`src/rtl/act_pkg.sv`:
```
// act_pkg: shared mode/state types and default widths for the activation stream
package act_pkg;
    localparam int DEF_DATA_W = 16;
    localparam int DEF_FRAC_W = 8;
    localparam logic [15:0] DEF_CLIP = 16'h0600;
    typedef enum logic [1:0] {PASS = 2'd0, RELU = 2'd1, LEAKY = 2'd2, CLAMP = 2'd3} mode_t;
    typedef enum logic {CFG = 1'b0, DATA = 1'b1} state_t;
endpackage

```
`src/rtl/act_lane.sv`:
```
// act_lane: one activation lane, stage 1 multiplies and captures sign/mode, stage 2 selects and saturates
module act_lane
    import act_pkg::*;
#(
    parameter int DATA_W = DEF_DATA_W,
    parameter int FRAC_W = DEF_FRAC_W,
    parameter logic [DATA_W-1:0] CLIP = DATA_W'(DEF_CLIP)
) (
    input  logic              ACLK,
    input  logic              ARESET,
    input  logic              en,
    input  logic [DATA_W-1:0] x,
    input  logic [DATA_W-1:0] alpha,
    input  logic [1:0]        mode,
    output logic [DATA_W-1:0] y
);
    localparam logic signed [2*DATA_W-1:0] MAXV = {{(DATA_W+1){1'b0}}, {(DATA_W-1){1'b1}}};
    localparam logic signed [2*DATA_W-1:0] MINV = {{(DATA_W+1){1'b1}}, {(DATA_W-1){1'b0}}};
    localparam logic signed [DATA_W-1:0] YMAX = {1'b0, {(DATA_W-1){1'b1}}};
    localparam logic signed [DATA_W-1:0] YMIN = {1'b1, {(DATA_W-1){1'b0}}};
    localparam logic signed [DATA_W-1:0] CLIP_S = CLIP;
    logic signed [2*DATA_W-1:0] p1, sh;
    logic signed [DATA_W-1:0] x1, sat, y_nx;
    mode_t m1;
    logic n1;
    // output selection: arithmetic shift floors toward minus infinity, then clamp to the lane range
    always_comb begin
        sh = p1 >>> FRAC_W;
        sat = sh > MAXV ? YMAX : sh < MINV ? YMIN : sh[DATA_W-1:0];
        y_nx = m1 == PASS ? x1 :
               m1 == RELU ? (n1 ? '0 : x1) :
               m1 == LEAKY ? (n1 ? sat : x1) :
               n1 ? '0 : (x1 > CLIP_S ? CLIP_S : x1);
    end
    // two-stage lane pipeline, both stages frozen together by the shared enable
    always_ff @(posedge ACLK) begin
        if (ARESET) begin
            p1 <= '0;
            x1 <= '0;
            m1 <= PASS;
            n1 <= 1'b0;
            y  <= '0;
        end else if (en) begin
            p1 <= $signed(x) * $signed(alpha);
            x1 <= $signed(x);
            m1 <= mode_t'(mode);
            n1 <= x[DATA_W-1];
            y  <= y_nx;
        end
    end
endmodule

```
`src/rtl/act_stream.sv`:
```
// act_stream: AXI-Stream activation unit, one config beat then FRAME_LEN data beats per frame
module act_stream
    import act_pkg::*;
#(
    parameter int DATA_W = DEF_DATA_W,
    parameter int FRAC_W = DEF_FRAC_W,
    parameter int NUM_CH = 2,
    parameter int FRAME_LEN = 200704,
    parameter logic [DATA_W-1:0] CLIP = DATA_W'(DEF_CLIP)
) (
    input  logic                       ACLK,
    input  logic                       ARESET,
    input  logic [NUM_CH*DATA_W-1:0]   S_AXIS_TDATA,
    input  logic                       S_AXIS_TVALID,
    input  logic                       S_AXIS_TLAST,
    output logic                       S_AXIS_TREADY,
    output logic [NUM_CH*DATA_W-1:0]   M_AXIS_TDATA,
    output logic                       M_AXIS_TVALID,
    output logic                       M_AXIS_TLAST,
    output logic [NUM_CH*DATA_W/8-1:0] M_AXIS_TKEEP,
    input  logic                       M_AXIS_TREADY,
    output logic                       err_len
);
    localparam int CW = $clog2(FRAME_LEN) + 1;
    state_t state;
    logic [CW-1:0] cnt;
    logic [DATA_W-1:0] alpha;
    mode_t mode;
    logic v1, l1, en, hs, dhs, tag_last;
    // handshake and stall control; the config beat bypasses the pipeline so CFG never stalls
    always_comb begin
        en = !M_AXIS_TVALID || M_AXIS_TREADY;
        S_AXIS_TREADY = ARESET ? 1'b0 : state == CFG ? 1'b1 : en;
        hs = S_AXIS_TVALID && S_AXIS_TREADY;
        dhs = hs && state == DATA;
        tag_last = cnt == CW'(FRAME_LEN - 1);
        M_AXIS_TKEEP = '1;
    end
    // frame FSM: capture config, count data beats, flag TLAST disagreements
    always_ff @(posedge ACLK) begin
        if (ARESET) begin
            state   <= CFG;
            cnt     <= '0;
            alpha   <= '0;
            mode    <= PASS;
            err_len <= 1'b0;
        end else if (hs) begin
            if (state == CFG) begin
                alpha <= S_AXIS_TDATA[DATA_W-1:0];
                mode  <= mode_t'(S_AXIS_TDATA[DATA_W +: 2]);
                state <= DATA;
            end else begin
                cnt     <= tag_last ? '0 : cnt + CW'(1);
                state   <= tag_last ? CFG : DATA;
                err_len <= err_len | (S_AXIS_TLAST != tag_last);
            end
        end
    end
    // valid/last pipeline running in lockstep with the lane registers
    always_ff @(posedge ACLK) begin
        if (ARESET) begin
            v1            <= 1'b0;
            l1            <= 1'b0;
            M_AXIS_TVALID <= 1'b0;
            M_AXIS_TLAST  <= 1'b0;
        end else if (en) begin
            v1            <= dhs;
            l1            <= dhs && tag_last;
            M_AXIS_TVALID <= v1;
            M_AXIS_TLAST  <= l1;
        end
    end
    for (genvar i = 0; i < NUM_CH; i++) begin : g_lane
        act_lane #(.DATA_W(DATA_W), .FRAC_W(FRAC_W), .CLIP(CLIP)) u_lane (
            .ACLK  (ACLK),
            .ARESET(ARESET),
            .en    (en),
            .x     (S_AXIS_TDATA[i*DATA_W +: DATA_W]),
            .alpha (alpha),
            .mode  (mode),
            .y     (M_AXIS_TDATA[i*DATA_W +: DATA_W])
        );
    end
endmodule

```
`config.mk`:
```
export PLATFORM = sky130hd
export DESIGN_NAME = act_stream
export DESIGN_NICKNAME = d
export VERILOG_FILES = /design/src/rtl/act_pkg.sv /design/src/rtl/act_lane.sv /design/src/rtl/act_stream.sv
export SDC_FILE = /design/constraint.sdc
export NUM_CORES = 2
export LEC_CHECK = 0
export CAP_MARGIN = 15
export CORE_MARGIN = 5
export CORE_UTILIZATION = 65
export DETAILED_ROUTE_END_ITERATION = 10
export PLACE_DENSITY = 0.88
export SYNTH_ARGS = -nofsm -noshare
export SYNTH_HDL_FRONTEND = slang
export SYNTH_SLANG_ARGS = --single-unit
export TNS_END_PERCENT = 10
```
`constraint.sdc`:
```
create_clock -name ACLK -period 21 [get_ports ACLK]
set_input_delay 3.15 -clock ACLK [delete_from_list [all_inputs] [get_ports ACLK]]
set_output_delay 3.15 -clock ACLK [all_outputs]
set_load 0.01 [all_outputs]
```
==> results.ini <==
[run_status]
status=completed

[critical_path]
end_kind=flip-flop
crit_required_ns=21.36
endpoint=g_lane[1].u_lane.p1[29]
reg2reg_slack_ns=13.89
cp_slowest_cell=fa_1
worstRegToRegCells=20
critical-path-top-delay-family=adder cells
path_common_cell=fa_1
crit_type=in2reg
worstPathArrival_ns=10.16
cp-start-kind=input port
slowest_delay_ns=0.80
critPathMaxFanout=17
cp_cell_sequence=clkdlybuf4s50_1 -> nand2_1 -> inv_1 -> fa_1 -> fa_1 -> fa_1 -> fa_1 -> fa_1 -> inv_1 -> fa_1 -> inv_1 -> ha_1 -> a21o_1 -> a21o_1 -> a21oi_1 -> o21ai_0 -> a221oi_1 -> o21ai_1 -> a221o_1 -> xor2_1 -> a22o_1
r2r_start=alpha[1]
r2r_end=g_lane[1].u_lane.p1[31]
cp_num_buf_inv=4
cp.depth=21
crit_start=S_AXIS_TDATA[31]

[placement]
port_buffers=72
dp.cells=3351
dp_hpwl_mm=50.07
routabilityCongestion=0.9426

[finish]
antenna_cells=0
drive_gt1_share_pct=3.037
syn_to_final_growth_pct=6.490
nFillCells=2676
fin_nets=3570
seq_area_mm2=0.003144
final_common_cell=inv_1
final_cells=3383
final_cell_mix=inv_1, fa_1, nand2_1, and2_1, ha_1
multi_input_area_mm2=0.01940

[sta]
max_freq_mhz=102.1
finalCriticalPeriod_ns=9.796
whs_ns=0.4589
slew_headroom_pct=19.21
period_share_pct=46.65
finalClockSkew_ns=0.01549
finalHoldViolations=0
finalSetupTns_ns=0
rsz0062_at_grt=no
report.final.slew_viol_count=0
tightestPinTransition_ns=1.210
setup_viol=0

[clock_network]
cts_buffers=17
postCtsSetupBuffers=0
clockRootBuffer=clkbuf_16
cts_tree=built
cts_resized=0
cts.path.max_buffers=2
h-tree-depth=4
ctsHoldBuffers=0
clk_pin_slew_worst_paths_ns=0.09
clkLatencyLatePin_ns=0.46
clock-sinks=157

[synth]
ys_types=68
avgSynthCellArea_um2=8.802
synth_ff_type=dfxtp_1
synthArstFlopShare_pct=0
ys_seq_area_share_pct=12.42
synth_edf_count=0
synth_area_mm2=0.02531
ys_ff_latch=157
syn-instance-count=2876
yosys_warnings=0

[routing]
avgRoutedWirePerCell_um=20.10
drt-total-wl_mm=68.01
vias=20340
drtIter0Drc=1742
ant_nets=0
route.detailed.drc=0
via_per_inst=6.011
drtPass1Iterations=6

[floorplanning]
die_w_um=207.3
io_pins=77
coreArea_mm2=0.03856
die_y_um=207.3
initial_core_util_pct=65.65
num_rows=72
dieArea_mm2=0.04299

[global_route]
grt_pass1_vias=22850
antenna_found_initial=2
grt_max_degree=83
grt_pass1_wl_mm=113.3
grt_overflow=0
grtUsageTotal_pct=32.27

[pwr]
pwr_density_cell_mw_per_mm2=51.49
max-vdd-ir-drop_mv=0.05158
p_leak_nw=13.35

[flow_run]
drv_cap=0

[min_path]
hold_class=reg2reg

worst reg2reg max path, delay by kind of cell (launching register included):
kind            cells  cell delay [ns]
simple gates        2             0.38
buf+inv             3             0.30
compound gates      7             1.39
flops               1             0.93
xor+xnor            1             0.14
fa+ha+maj           7             3.91
sequential cells by signal, summed over array words and instances (netlist names):
signal and flops:
g_lane.u_lane.p1 48, g_lane.u_lane.y 32, g_lane.u_lane.x1 30, cnt 19, alpha 16, g_lane.u_lane.m1 2, g_lane.u_lane.n1 2, mode 2
M_AXIS_TLAST 1, M_AXIS_TVALID 1, err_len 1, l1 1, state 1, v1 1
layout make-up:
class / instances / share of cell area [%]
clock inverters: 15 / 0.6869
clock buffers: 17 / 1.578
well taps: 518 / 2.404
inverters: 597 / 8.313
repair buffers: 98 / 3.388
multi-input cells: 1981 / 71.97
flip-flops and latches: 157 / 11.66
logic make-up after synthesis:
kind of cell | share of synthesized area, %
and+or+nand+nor | 17.09
xor gates and xnor gates | 2.699
adders and majority gates | 49.14
buffers and inverters | 11.07
other | 0.01481
AOI/OAI and AO/OA | 7.572
DFF | 12.42
routing by layer:
layer  part of all wire, %  GRT usage [%]  wire length (um)  vias to the layer above
met5                 0.038              0                26                        -
met4                   6.8          19.29              4656                        4
met3                   9.8          7.496              6670                      426
met2                    49          55.35             33620                     1307
met1                    34          36.92             23030                    10010
li1                      -              -                 -                     8587
power by group:
group          internal, W  leakage (nW)  switching [W]
registers         0.000340          1.29      0.0000340
clock network     0.000163         0.293       0.000175
logic             0.000269          11.8       0.000408
synthesized netlist by cell type (5+ instances only):
| master | instances | area (um^2) |
|---|---|---|
| a211oi_1 | 5 | 37.54 |
| a21o_1 | 14 | 105.1 |
| a21oi_1 | 119 | 595.6 |
| a221oi_1 | 6 | 52.55 |
| a311oi_1 | 12 | 105.1 |
| a31oi_1 | 17 | 106.4 |
| and2_1 | 245 | 1533 |
| and3_1 | 10 | 62.56 |
| buf_1 | 7 | 26.28 |
| buf_4 | 5 | 37.54 |
| clkbuf_1 | 130 | 488.0 |
| dfxtp_1 | 157 | 3143 |
| fa_1 | 522 | 10450 |
| ha_1 | 159 | 1989 |
| inv_1 | 596 | 2237 |
| nand2_1 | 465 | 1745 |
| nand2b_1 | 14 | 87.58 |
| nand3_1 | 26 | 130.1 |
| nand4_1 | 16 | 100.1 |
| nor2_1 | 87 | 326.6 |
| nor3_1 | 18 | 90.09 |
| nor4_1 | 10 | 62.56 |
| o21ai_0 | 67 | 335.3 |
| o21ai_1 | 14 | 70.07 |
| or3_1 | 5 | 31.28 |
| xnor2_1 | 38 | 332.8 |
| xor2_1 | 40 | 350.3 |
worst min path at each step:
stage | from | end | slack [ns] | cells past startpoint
global route | g_lane[1].u_lane.y[11] | g_lane[1].u_lane.y[11] | 0.48 | 2
global placement | g_lane[1].u_lane.p1[17] | g_lane[1].u_lane.p1[17] | 0.44 | 2
detailed placement | g_lane[1].u_lane.p1[22] | g_lane[1].u_lane.p1[22] | 0.44 | 2
floorplan | g_lane[1].u_lane.p1[20] | g_lane[1].u_lane.p1[20] | 0.42 | 2
CTS | g_lane[1].u_lane.p1[10] | g_lane[1].u_lane.p1[10] | 0.46 | 2
finish | l1 | l1 | 0.46 | 2
stage by stage:
stage	total power, W	area (um^2)	setup slack, ns	utilization (%)
after floorplan	0.0008411	25330	11.87	-
after global placement	0.0009919	26350	11.08	68.33
after detailed placement	0.001024	26350	10.92	68.33
after CTS	0.001376	26960	11.35	69.92
after global routing	0.001473	26960	10.99	69.92
final	0.001388	26960	11.20	69.92
No activity file was read; power rests on OpenSTA's default activity.
